File: src/rtl/rx_word_buffer.sv
// rx_word_buffer: FIFO of parity-good 9-bit words, drops/counts bad words, locks after ERR_LIMIT consecutive bad words.
//   in : clk, rst (sync, active-high), word_in[8:0], word_ok, word_stb, rd_en, clear
//   out: rd_data[8:0], rd_valid, empty, full, count[ADDR_W:0], overflow, locked, err_count[7:0]
//   define RX_WORD_BUFFER_ERRCNT_EN to implement err_count; otherwise it is tied to zero.
module rx_word_buffer #(
  parameter int ADDR_W    = 3,
  parameter int ERR_LIMIT = 3
) (
  input  logic              clk,
  input  logic              rst,
  input  logic [8:0]        word_in,
  input  logic              word_ok,
  input  logic              word_stb,
  input  logic              rd_en,
  input  logic              clear,
  output logic [8:0]        rd_data,
  output logic              rd_valid,
  output logic              empty,
  output logic              full,
  output logic [ADDR_W:0]   count,
  output logic              overflow,
  output logic              locked,
  output logic [7:0]        err_count
);
  localparam int DEPTH = 1 << ADDR_W;
  typedef enum logic {RUN, LOCKED} state_t;
  state_t            state, state_nx;
  logic [8:0]        mem [DEPTH];
  logic [ADDR_W-1:0] wr_ptr, rd_ptr;
  logic [7:0]        consec;
  logic              wr, rd, bad, good_run;
  always_comb begin
    rd       = rd_en && !empty;
    good_run = (state == RUN) && !clear && word_stb && word_ok;
    // a full FIFO still accepts when the same-cycle pop frees a slot
    wr       = good_run && (!full || rd_en);
    bad      = word_stb && !word_ok && !clear;
  end
  always_ff @(posedge clk)
    if (rst) state <= RUN;
    else     state <= state_nx;
  always_comb
    state_nx = clear ? RUN :
               (state == RUN && bad && ({1'b0, consec} + 9'd1 == 9'(ERR_LIMIT))) ? LOCKED : state;
  always_comb begin
    locked = (state == LOCKED);
    empty  = (count == '0);
    full   = (count == (ADDR_W+1)'(DEPTH));
  end
  always_ff @(posedge clk)
    if (wr) mem[wr_ptr] <= word_in;
  always_ff @(posedge clk) begin
    if (rst) begin
      wr_ptr   <= '0;
      rd_ptr   <= '0;
      count    <= '0;
      rd_data  <= '0;
      rd_valid <= 1'b0;
      overflow <= 1'b0;
      consec   <= '0;
    end else begin
      rd_valid <= rd;
      if (rd) begin
        rd_data <= mem[rd_ptr];
        rd_ptr  <= rd_ptr + ADDR_W'(1);
      end
      if (wr) wr_ptr <= wr_ptr + ADDR_W'(1);
      if (wr && !rd) count <= count + (ADDR_W+1)'(1);
      else if (rd && !wr) count <= count - (ADDR_W+1)'(1);
      if (clear) overflow <= 1'b0;
      else if (good_run && full && !rd_en) overflow <= 1'b1;
      if (clear) consec <= '0;
      else if (state == RUN && word_stb) consec <= word_ok ? 8'd0 : consec + 8'd1;
    end
  end
`ifdef RX_WORD_BUFFER_ERRCNT_EN
  always_ff @(posedge clk)
    if (rst || clear) err_count <= '0;
    else if (bad && err_count != 8'hFF) err_count <= err_count + 8'd1;
`else
  assign err_count = 8'd0;
`endif
endmodule

File: config.mk
export PLATFORM = sky130hd
export DESIGN_NAME = rx_word_buffer
export DESIGN_NICKNAME = d
export VERILOG_FILES = /design/src/rtl/rx_word_buffer.sv
export SDC_FILE = /design/constraint.sdc
export NUM_CORES = 1
export LEC_CHECK = 0
export ABC_CLOCK_PERIOD_IN_PS = 4600
export BUFFER_PORTS_ARGS = -buffer_cell sky130_fd_sc_hd__clkbuf_2
export CORE_MARGIN = 2
export CORE_UTILIZATION = 40
export DETAILED_ROUTE_END_ITERATION = 6
export GPL_TIMING_DRIVEN = 0
export PLACE_DENSITY = 0.55
export REMOVE_ABC_BUFFERS = 1
export SLEW_MARGIN = 20
export SYNTH_ARGS = -nofsm -noshare
export SYNTH_HDL_FRONTEND = slang
export SYNTH_SLANG_ARGS = --single-unit
File: constraint.sdc
create_clock -name clk -period 4.6 [get_ports clk]
set_input_delay 0.23 -clock clk [delete_from_list [all_inputs] [get_ports clk]]
set_output_delay 0.23 -clock clk [all_outputs]
set_load 0.05 [all_outputs]
==> results.py <==
metrics = {
    "clock_network": {
        "cts.clk_slew.worst_paths_ps": 110,
        "cts_buffers": 9,
        "cts_setup_buffers": 0,
        "cts_sinks": 102,
        "cts_tree": "built",
        "ctsHoldBuffers": 0,
        "clockRootBuffer": "clkbuf_8",
        "cts_resized": 0,
        "clockBufferDepth": 2,
        "clk_latency_ps": 360,
        "htree_levels": 3,
    },
    "final_layout": {
        "area_delta_synth_final_pct": 12.3,
        "antenna_cells": 0,
        "utilization_pct": 45.8,
        "final_nets": 342,
        "drive_gt1_share_pct": 26.5,
        "design_area_um2": 4680,
        "finalNonFillerCells": 460,
    },
    "sta": {
        "hold_violations": 0,
        "worstMarginPinSlew_ps": 1050,
        "setup_viol": 0,
        "period_share_pct": 64.7,
        "skew_ps": 15.6,
        "slew_headroom_pct": 30.1,
        "slew_violations": 0,
        "min_period_ps": 2980,
        "setup_tns_ps": 0,
        "max_freq_ghz": 0.336,
        "rsz0062_at_grt": "false",
    },
    "worst_setup_path": {
        "arrival_ps": 3230,
        "cp_top_family": "compound AO/OA/AOI/OAI gates",
        "crit_type": "reg2reg",
        "crit_buf_inv": 2,
        "crit_fanout": 15,
        "critPathCaptureType": "flip-flop",
        "crit_required_ps": 4850,
        "cpMaxStageDelayCell": "o41a_1",
        "startpoint_type": "flip-flop",
        "worstPathCellList": "o41a_1 > inv_1 > ha_1 > inv_1 > ha_1 > a21oi_1 > a211oi_1 > a31oi_1 > mux2_2",
        "slowest_delay_ps": 680,
    },
    "synth": {
        "async_reset_ff_share_pct": 0,
        "synth_top_family_by_area": "multiplexers",
        "ys.flop_type": "edfxtp_1",
        "synth_compound_area_share_pct": 5.61,
        "avgSynthCellArea_um2": 14.6,
        "synth_cell_types": 46,
        "ys_ff_latch": 102,
        "synth-simple-area-share_pct": 9.87,
        "synth.area.mux_share_pct": 10.5,
        "synthAdderAreaFrac_pct": 2.58,
        "synth-xor-area-share_pct": 1.68,
        "netlist_instances": 285,
        "synth_seq_area_share_pct": 66.3,
        "syn-cell-area_um2": 4170,
        "synth-edff-count": 72,
        "ys_warn_count": 0,
    },
    "place": {
        "dp_hpwl_mm": 4.98,
        "dp_cells": 444,
        "dpl-instance-area_um2": 4480,
        "io_buffers": 32,
        "globalplace.congestion": 0.765,
    },
    "power_and_ir_drop": {
        "p_int_mw": 1.46,
        "power_frac_comb_pct": 25.4,
        "p_leak_nw": 1.60,
        "p_clk_share_pct": 24.7,
        "p_sw_share_pct": 34.8,
        "ir_drop_uv": 176,
        "power_density_nw_per_um2": 480,
        "seq_power_share_pct": 49.9,
        "p_sw_uw": 782,
    },
    "routing": {
        "num_vias": 2350,
        "wl_mm": 7.68,
        "drt_iter0_markers": 161,
        "first_pass_iters": 4,
        "drc": 0,
        "drtAntennaViolNets": 0,
        "vias_per_cell": 5.11,
        "avgRoutedWirePerCell_um": 16.7,
    },
    "grt": {
        "grt_first_pass_wirelength_mm": 12.4,
        "grt_max_degree": 24,
        "grt_pass1_vias": 2264,
        "grt_use_total_pct": 14.8,
        "gr-total-overflow": 0,
        "antenna_found_initial": 0,
    },
    "floorplanning": {
        "io_pins": 41,
        "core_um2": 10200,
        "dieArea_um2": 11300,
        "initial_core_util_pct": 40.7,
        "dieHeight_um": 106,
        "core.rowCount": 37,
        "fp.dieW_um": 106,
    },
    "flow_run": {
        "drv_cap": 0,
    },
    "worst_hold_path": {
        "hold_path.class": "in2reg",
    },
    "status": {
        "status": "complete, no violations",
    },
}
## placed cells by master, fill, tap and decap left out, types with 3 or more instances in the layout
master / synthesis / layout
inv_1: 4 / 4
clkbuf_8: 0 / 10
o22ai_1: 9 / 9
xor2_1: 4 / 4
buf_4: 9 / 5
conb_1: 1 / 8
a21oi_1: 13 / 13
edfxtp_1: 72 / 72
nand2_1: 9 / 9
nor2_1: 33 / 32
nor3b_2: 0 / 4
nor3_1: 13 / 11
ha_1: 7 / 7
xnor2_1: 4 / 4
nand3_1: 3 / 3
o21ai_0: 5 / 5
inv_6: 0 / 3
clkbuf_2: 0 / 32
dfxtp_1: 30 / 29
mux4_2: 18 / 18
nand2b_1: 4 / 4
## per-stage QoR
stage / setup WS (ps) / hold slack (ps) / power (mW)
2_1_floorplan: 1700 / 299 / 1.57
3_3_place_gp: 1570 / 454 / 1.72
6_report: 1620 / 142 / 2.25
4_1_cts: 1550 / 131 / 2.28
3_5_place_dp: 1570 / 471 / 1.72
5_1_grt: 1330 / 134 / 2.38
## worst register-to-register path: stages, from the launching register on
cell and delay, ps:
dfxtp_1 480, o41a_1 680, inv_1 220, ha_1 260, inv_1 130, ha_1 290, a21oi_1 200, a211oi_1 90
a31oi_1 180, mux2_2 350
## final timing paths
check                                start        end  slack [ps]  cells past startpoint
worst max-delay path              count[0]   count[3]        1620                      9
worst min-delay path            word_in[4]  mem[5][4]         140                      1
worst max register to register    count[0]   count[3]        1620                      9
worst min register to register    overflow   overflow         500                      2
## routing by layer
layer,track usage (%),share of wire (%),vias to the layer above
met5,0,0,-
met3,3.25,3.2,10
li1,-,-,1134
met2,23.5,48,37
met4,5.08,1.3,0
met1,20.3,47,1169
## sequential cells by signal, summed over array words and instances (netlist names)
signal	count
count	4
wr_ptr	3
rd_ptr	3
rd_data	9
mem	72
consec	8
rd_valid	1
overflow	1
locked	1
## kinds of logic (layout without fill, tap and decap cells)
logic type,count (synthesis),in the layout
other,1,8
AOI/OAI and AO/OA,38,38
xor gates and xnor gates,8,8
DFF,102,102
adders and majority gates,8,8
and+or+nand+nor,81,81
muxes,21,21
buffers and inverters,26,58
## power groups by stage
| stage | Combinational, mW | Clock, mW | Sequential (mW) |
|---|---|---|---|
| 6_report | 0.570 | 0.554 | 1.12 |
| 2_1_floorplan | 0.306 | 0 | 1.27 |
| 5_1_grt | 0.621 | 0.615 | 1.14 |
| 3_5_place_dp | 0.575 | 0 | 1.15 |
| 3_3_place_gp | 0.571 | 0 | 1.15 |
| 4_1_cts | 0.576 | 0.575 | 1.13 |
## layout make-up
class / count / area [um^2]
inverters: 4 / 15.0
well taps: 136 / 170
fillers: 915 / 5550
repair buffers: 38 / 209
clock buffers: 10 / 138
multi-input cells: 164 / 1320
clock inverters: 6 / 62.6
flip-flops and latches: 102 / 2760
## cells in the mapped netlist, drive strengths merged (2+ instances only)
| cell type | number | area, um^2 |
|---|---|---|
| edfxtp | 72 | 2160 |
| nor2 | 33 | 124 |
| dfxtp | 30 | 601 |
| mux4 | 18 | 405 |
| buf | 14 | 97.6 |
| a21oi | 13 | 65.1 |
| nor3 | 13 | 65.1 |
| nand2 | 9 | 33.8 |
| o22ai | 9 | 56.3 |
| clkbuf | 8 | 30.0 |
| ha | 7 | 87.6 |
| o21ai | 5 | 25.0 |
| inv | 4 | 15.0 |
| nand2b | 4 | 25.0 |
| nor3b | 4 | 30.0 |
| xnor2 | 4 | 35.0 |
| xor2 | 4 | 35.0 |
| nand3 | 3 | 15.0 |
| a31oi | 2 | 12.5 |
| and3 | 2 | 12.5 |
| mux2i | 2 | 20.0 |
| nand3b | 2 | 15.0 |
| or3 | 2 | 15.0 |
| or4 | 2 | 15.0 |
No activity file was read; power rests on OpenSTA's default activity.
